--- src/rtl/pipe_skid_reg_pkg.sv ---
// Shared definitions for Kabeta pipeline register slices: state encoding and Count width.
package kabeta_pipe_pkg;

  localparam int unsigned WID_COUNT = 2;

  typedef enum logic [WID_COUNT-1:0] {
    ST_EMPTY = 2'd0,
    ST_FULL  = 2'd1,
    ST_SKID  = 2'd2
  } state_e;

endpackage : kabeta_pipe_pkg

--- src/rtl/pipe_skid_reg_if.sv ---
// Valid/ready bundle between two pipeline stages plus the slice occupancy count.
interface pipe_skid_reg_if #(
  parameter int unsigned WID_DATA = 32
);
  import kabeta_pipe_pkg::*;

  logic                 InValid;
  logic                 InReady;
  logic [WID_DATA-1:0]  DataIn;
  logic                 OutValid;
  logic                 OutReady;
  logic [WID_DATA-1:0]  DataOut;
  logic [WID_COUNT-1:0] Count;

  modport master (
    output InValid, DataIn, OutReady,
    input  InReady, OutValid, DataOut, Count
  );

  modport slave (
    input  InValid, DataIn, OutReady,
    output InReady, OutValid, DataOut, Count
  );

endinterface : pipe_skid_reg_if

--- src/rtl/pipe_skid_reg_data_reg_sync_en.sv ---
// Data register with synchronous active-high reset to a fixed value and load enable.
module data_reg_sync_en #(
  parameter int unsigned       WID       = 32,
  parameter logic [WID-1:0]    RST_VALUE = '0
) (
  input  logic           clk,
  input  logic           rst,
  input  logic           en,
  input  logic [WID-1:0] data_d,
  output logic [WID-1:0] data_q
);

  always_ff @(posedge clk) begin
    if (rst) begin
      data_q <= RST_VALUE;
    end else if (en) begin
      data_q <= data_d;
    end
  end

endmodule : data_reg_sync_en

--- src/rtl/pipe_skid_reg.sv ---
// Valid/ready register slice with a one-entry skid buffer and synchronous flush.
module pipe_skid_reg
  import kabeta_pipe_pkg::*;
#(
  parameter int unsigned         WID_DATA          = 32,
  parameter logic [WID_DATA-1:0] RST_VALUE         = '0,
  parameter bit                  FLUSH_CLEARS_DATA = 1'b0
) (
  input  logic                  Clock,
  input  logic                  Reset,
  input  logic                  Flush,
  pipe_skid_reg_if.slave        bus
);

  state_e              state_q, state_d;
  logic                main_en, skid_en;
  logic [WID_DATA-1:0] main_d, skid_d;
  logic [WID_DATA-1:0] main_q, skid_q;

  always_ff @(posedge Clock) begin
    if (Reset) begin
      state_q <= ST_EMPTY;
    end else begin
      state_q <= state_d;
    end
  end

  always_comb begin
    state_d = state_q;
    main_en = 1'b0;
    main_d  = bus.DataIn;
    skid_en = 1'b0;
    skid_d  = bus.DataIn;
    if (Flush) begin
      // Flush drops any same-cycle input; an output handshake already happened downstream.
      state_d = ST_EMPTY;
      if (FLUSH_CLEARS_DATA) begin
        main_en = 1'b1;
        main_d  = RST_VALUE;
        skid_en = 1'b1;
        skid_d  = RST_VALUE;
      end
    end else begin
      unique case (state_q)
        ST_EMPTY: begin
          if (bus.InValid) begin
            state_d = ST_FULL;
            main_en = 1'b1;
          end
        end
        ST_FULL: begin
          if (bus.InValid && bus.OutReady) begin
            main_en = 1'b1;
          end else if (bus.InValid) begin
            state_d = ST_SKID;
            skid_en = 1'b1;
          end else if (bus.OutReady) begin
            state_d = ST_EMPTY;
          end
        end
        ST_SKID: begin
          // InReady is low here, so InValid is deliberately ignored.
          if (bus.OutReady) begin
            state_d = ST_FULL;
            main_en = 1'b1;
            main_d  = skid_q;
          end
        end
        default: state_d = ST_EMPTY;
      endcase
    end
  end

  data_reg_sync_en #(
    .WID       (WID_DATA),
    .RST_VALUE (RST_VALUE)
  ) u_main (
    .clk    (Clock),
    .rst    (Reset),
    .en     (main_en),
    .data_d (main_d),
    .data_q (main_q)
  );

  data_reg_sync_en #(
    .WID       (WID_DATA),
    .RST_VALUE (RST_VALUE)
  ) u_skid (
    .clk    (Clock),
    .rst    (Reset),
    .en     (skid_en),
    .data_d (skid_d),
    .data_q (skid_q)
  );

  assign bus.OutValid = (state_q != ST_EMPTY);
  assign bus.InReady  = (state_q != ST_SKID);
  assign bus.DataOut  = main_q;
  assign bus.Count    = state_q;

endmodule : pipe_skid_reg

--- src/flat_wrapper.sv ---
// flat-port wrapper written by rule: the top's interface ports become plain ports
module pipe_skid_reg_flat import kabeta_pipe_pkg::*;
#(
  parameter int unsigned         WID_DATA          = 32,
  parameter logic [WID_DATA-1:0] RST_VALUE         = '0,
  parameter bit                  FLUSH_CLEARS_DATA = 1'b0
)
  (Clock, Reset, Flush, bus_InValid, bus_DataIn, bus_OutReady, bus_InReady, bus_OutValid, bus_DataOut, bus_Count);
  pipe_skid_reg_if #(.WID_DATA(WID_DATA)) bus_i ();
  input  logic Clock;
  input  logic Reset;
  input  logic Flush;
  input wire logic [$bits(bus_i.InValid)-1:0] bus_InValid;
  input wire logic [$bits(bus_i.DataIn)-1:0] bus_DataIn;
  input wire logic [$bits(bus_i.OutReady)-1:0] bus_OutReady;
  output wire logic [$bits(bus_i.InReady)-1:0] bus_InReady;
  output wire logic [$bits(bus_i.OutValid)-1:0] bus_OutValid;
  output wire logic [$bits(bus_i.DataOut)-1:0] bus_DataOut;
  output wire logic [$bits(bus_i.Count)-1:0] bus_Count;
  assign bus_i.InValid = bus_InValid;
  assign bus_i.DataIn = bus_DataIn;
  assign bus_i.OutReady = bus_OutReady;
  assign bus_InReady = bus_i.InReady;
  assign bus_OutValid = bus_i.OutValid;
  assign bus_DataOut = bus_i.DataOut;
  assign bus_Count = bus_i.Count;
  pipe_skid_reg #(.WID_DATA(WID_DATA), .RST_VALUE(RST_VALUE), .FLUSH_CLEARS_DATA(FLUSH_CLEARS_DATA)) u_core (.Clock(Clock), .Reset(Reset), .Flush(Flush), .bus(bus_i));
endmodule
--- config.mk ---
export PLATFORM = sky130hd
export DESIGN_NAME = pipe_skid_reg_flat
export DESIGN_NICKNAME = d
export VERILOG_FILES = /design/src/rtl/pipe_skid_reg_pkg.sv /design/src/rtl/pipe_skid_reg_if.sv /design/src/rtl/pipe_skid_reg_data_reg_sync_en.sv /design/src/rtl/pipe_skid_reg.sv /design/src/flat_wrapper.sv
export SDC_FILE = /design/constraint.sdc
export NUM_CORES = 1
export LEC_CHECK = 0
export ABC_AREA = 1
export BUFFER_PORTS_ARGS = -buffer_cell sky130_fd_sc_hd__buf_2
export CAP_MARGIN = 20
export CORE_ASPECT_RATIO = 1.5
export CORE_UTILIZATION = 48
export CTS_BUF_LIST = sky130_fd_sc_hd__clkbuf_16
export DETAILED_ROUTE_END_ITERATION = 12
export GPL_TIMING_DRIVEN = 0
export HOLD_SLACK_MARGIN = 0.06
export PLACE_DENSITY = 0.77
export SYNTH_ARGS = -nofsm -noshare
export SYNTH_HDL_FRONTEND = slang
export SYNTH_SLANG_ARGS = --single-unit
--- constraint.sdc ---
create_clock -name Clock -period 1.3 [get_ports Clock]
set_clock_uncertainty 0.2 [all_clocks]
set_input_delay 0.13 -clock Clock [delete_from_list [all_inputs] [get_ports Clock]]
set_output_delay 0.13 -clock Clock [all_outputs]
set_load 0.01 [all_outputs]
==> results.md <==
- Outcome: complete, but fails checks
- Failing checks: hold timing, setup timing
- Clock Latency Late Sink: 330 ps
- H-tree levels: 3
- Post-synth cell types: 17
- M1 wire length: 3.85 mm
- Combinational share of power: between 10% and 20%
- Vias in the first global route: roughly 3100
- Mapped Cells: about 470
- RSZ-0062 raised after global routing: yes
- CTS tree: yes
- Largest area contributor in the netlist: dfxtp_1
- Reg-to-reg slack, setup: -270 ps
- Setup WS post-layout: -272 ps
- Fin crit period: approximately 1600 ps
- CORE AREA: just over 6000 sq um
- Root Driver: clkbuf_16
- Final wirelength: 9.92 mm
- Number of synthesized flops with an enable pin: 0
- DIE AREA: 6850 sq um
- Reg clk slew, reported paths: 50 ps
- CTS Hold Buffers Added: 32
- Count leader, synth: nand2_1
- Clock Path Buffers: 2
- F_max: 0.636 GHz
- Diode count: 0
- Initial DRC count: 170
- Final Wtd Congestion: 0.847
- Dpl cell area: 3640 sq um
- Switching Fraction: 26.0%
- Met3 wire len: 504 microns
- Max Fanout on Critical Path: 9
- Synth cell count leaders: nand2_1, nor2_1, inv_1, dfxtp_1, o21ai_0
- Sequential power share: between 40% and 50%
- Fin nets: 646
- Initial Util: 50.3%
- Vias: 3466
- Layout area overhead: 54.7%
- Most common flop cell mapped by yosys: dfxtp_1
- Area share of the leading cell type in the synthesized netlist: 42.3%
- YS warnings: 0
- Core Util, Final: 77.8%
- Largest net degree at the start of global routing: 11
- Ys async rst share: 0%
- Worst setup SP type: register
- DR top layer: met4
- Max-slew violations: 0
- Final ANT Viol Nets: 0
- CP required: between 1000 and 1500 ps
- Rows: 35
- Syn nets: 509
- # DRC: 0
- Max Cap Viol: 0
- Width of the chip: 67.9 microns
- Pint: 0.00385 W
- Final Hold Vio Count: 2
- Post-synthesis cell area: 3130 sq um
- Arr. time, crit path: between 1500 and 2000 ps
- Hold Worst Slack: -71.4 ps
- CP endpoint kind: register
- Area contributors post-synth: dfxtp_1, nand2_1, nor2_1
- Multi-input logic area: 1630 sq um
- Slew of the pin with the lowest slew margin: 560 ps
- CTS sink cnt: 66
- First-pass GRT wire length: 14.2 mm
- WS Path Type: register to register
- Min-Delay Path Class: primary input to register
- Fill cells: 433
- Final TNS setup: -10830 ps
- Sequential-to-total area share from yosys stat: 42.3%
- GRT Total Usage: 27.9%
- Final count of negative-setup-slack endpoints: 65
- Final worst-path cycle share: 121%
- CTS Buf Count: 9
- Initial antenna violation count: 0
- Buffers on Ports: 72
- Clock share of power: 42.6%
- Avg Cell Area, Syn: between 6 and 7 sq um
- Number of placed I/O pins: 73
- Die height: 101 microns
- Worst vdd ir: 0.000947 V
- Net Switching: approximately 0.0013 W
- Leak: ~2.4 nW
- Share of cells above drive strength 1: 31.2%
- Routed len/inst: 14.5 microns
- Half-perimeter wire length after placement: roughly 5 mm
- Yosys reg bits: 66
- Total grt overflow: 0
- Final instance area: 4840 sq um
- Routed wl met2: 5.32 mm
- Via density per instance: 5.05
- Reg area: 1330 sq um
- 1st-pass router iterations: 4
- Pwr dens: ~1100 nW/um^2
- Slew HR: 62.7%
-- power groups by stage --
| stage | clock network [W] | logic (W) | registers (W) |
|---|---|---|---|
| floorplan | 0 | 0.000334 | 0.00223 |
| global placement | 0 | 0.000572 | 0.00220 |
| detailed placement | 0 | 0.000585 | 0.00220 |
| CTS | 0.00221 | 0.000739 | 0.00216 |
| global route | 0.00231 | 0.000905 | 0.00217 |
| finish | 0.00222 | 0.000819 | 0.00216 |
-- routing by layer --
layer,global-route usage [%],vias to the layer above
li1,-,1712
met1,31.7,1614
met2,48.7,114
met3,4.86,26
met4,13.8,0
met5,0,-
-- worst paths after layout --
path	from	to	depth (start not counted)
min reg2reg	u_core.u_skid.data_q[18]$_SDFFE_PP0P_	u_core.u_skid.data_q[18]$_SDFFE_PP0P_	2
min	bus_InValid	u_core.bus.Count[1]$_SDFFE_PP0P_	3
max	u_core.bus.Count[1]$_SDFFE_PP0P_	u_core.u_skid.data_q[2]$_SDFFE_PP0P_	5
max reg2reg	u_core.bus.Count[1]$_SDFFE_PP0P_	u_core.u_skid.data_q[2]$_SDFFE_PP0P_	5
-- state kept, by name, indices dropped and copies added (netlist names) --
| signal | count |
|---|---|
| u_core.bus.Count | 2 |
| u_core.u_main.data_q | 32 |
| u_core.u_skid.data_q | 32 |
-- repair_timing --
| action | in CTS | in global routing |
|---|---|---|
| buffers inserted | 6 | 3 |
| pin swaps | 7 | 11 |
| setup endpoints to repair | 65 | 67 |
| gates resized for setup | 68 | 60 |
| cloned | 8 | 5 |
| endpoints found under the hold margin | 66 | 2 |
-- worst max-delay path, stage by stage (launching register included) --
cell      delay, ps
dfxtp_4         390
nor2_4          100
nand4_4         210
clkbuf_8        240
o21ai_0         240
nor2_1           80
-- placed cells by master (no fill, tap or decap), drive strengths merged --
cell and count:
a21oi 32, inv 72, nor2 100, a211oi 1, dfxtp 66, o21ai 35, clkinv 5, nand3b 32
a31oi 1, nand2 102, buf 108, nand4 1, clkbuf 23, dlygate4sd3 32, nand3 2
-- cells by family (layout without fill, tap and decap cells) --
logic type	after synthesis	count (layout)	share of synthesized area (%)
compound gates	69	69	11.3
buf+inv	101	240	13.3
flops	66	66	42.3
simple gates	236	237	33.1
-- through the flow --
stage	hold WS [ps]	power, W	setup WS [ps]	std cells
final	-71.4	0.00520	-272	686
after floorplan	94.2	0.00257	-42.9	472
after global routing	-25.1	0.00539	-357	686
after detailed placement	205	0.00279	-282	618
after CTS	-89.6	0.00511	-189	678
after global placement	197	0.00277	-266	618
-- cell type report --
cell class                 count  share of cell area (%)
inverter                      73                    5.82
timing repair buffer         125                    19.7
multi-input combinational    306                    33.8
buffer                        28                    5.74
sequential                    66                    27.5
tap                           74                    1.91
clock inverter                 4                   0.362
clock buffer                  10                    5.17
Power figures use the tool's default switching activity.
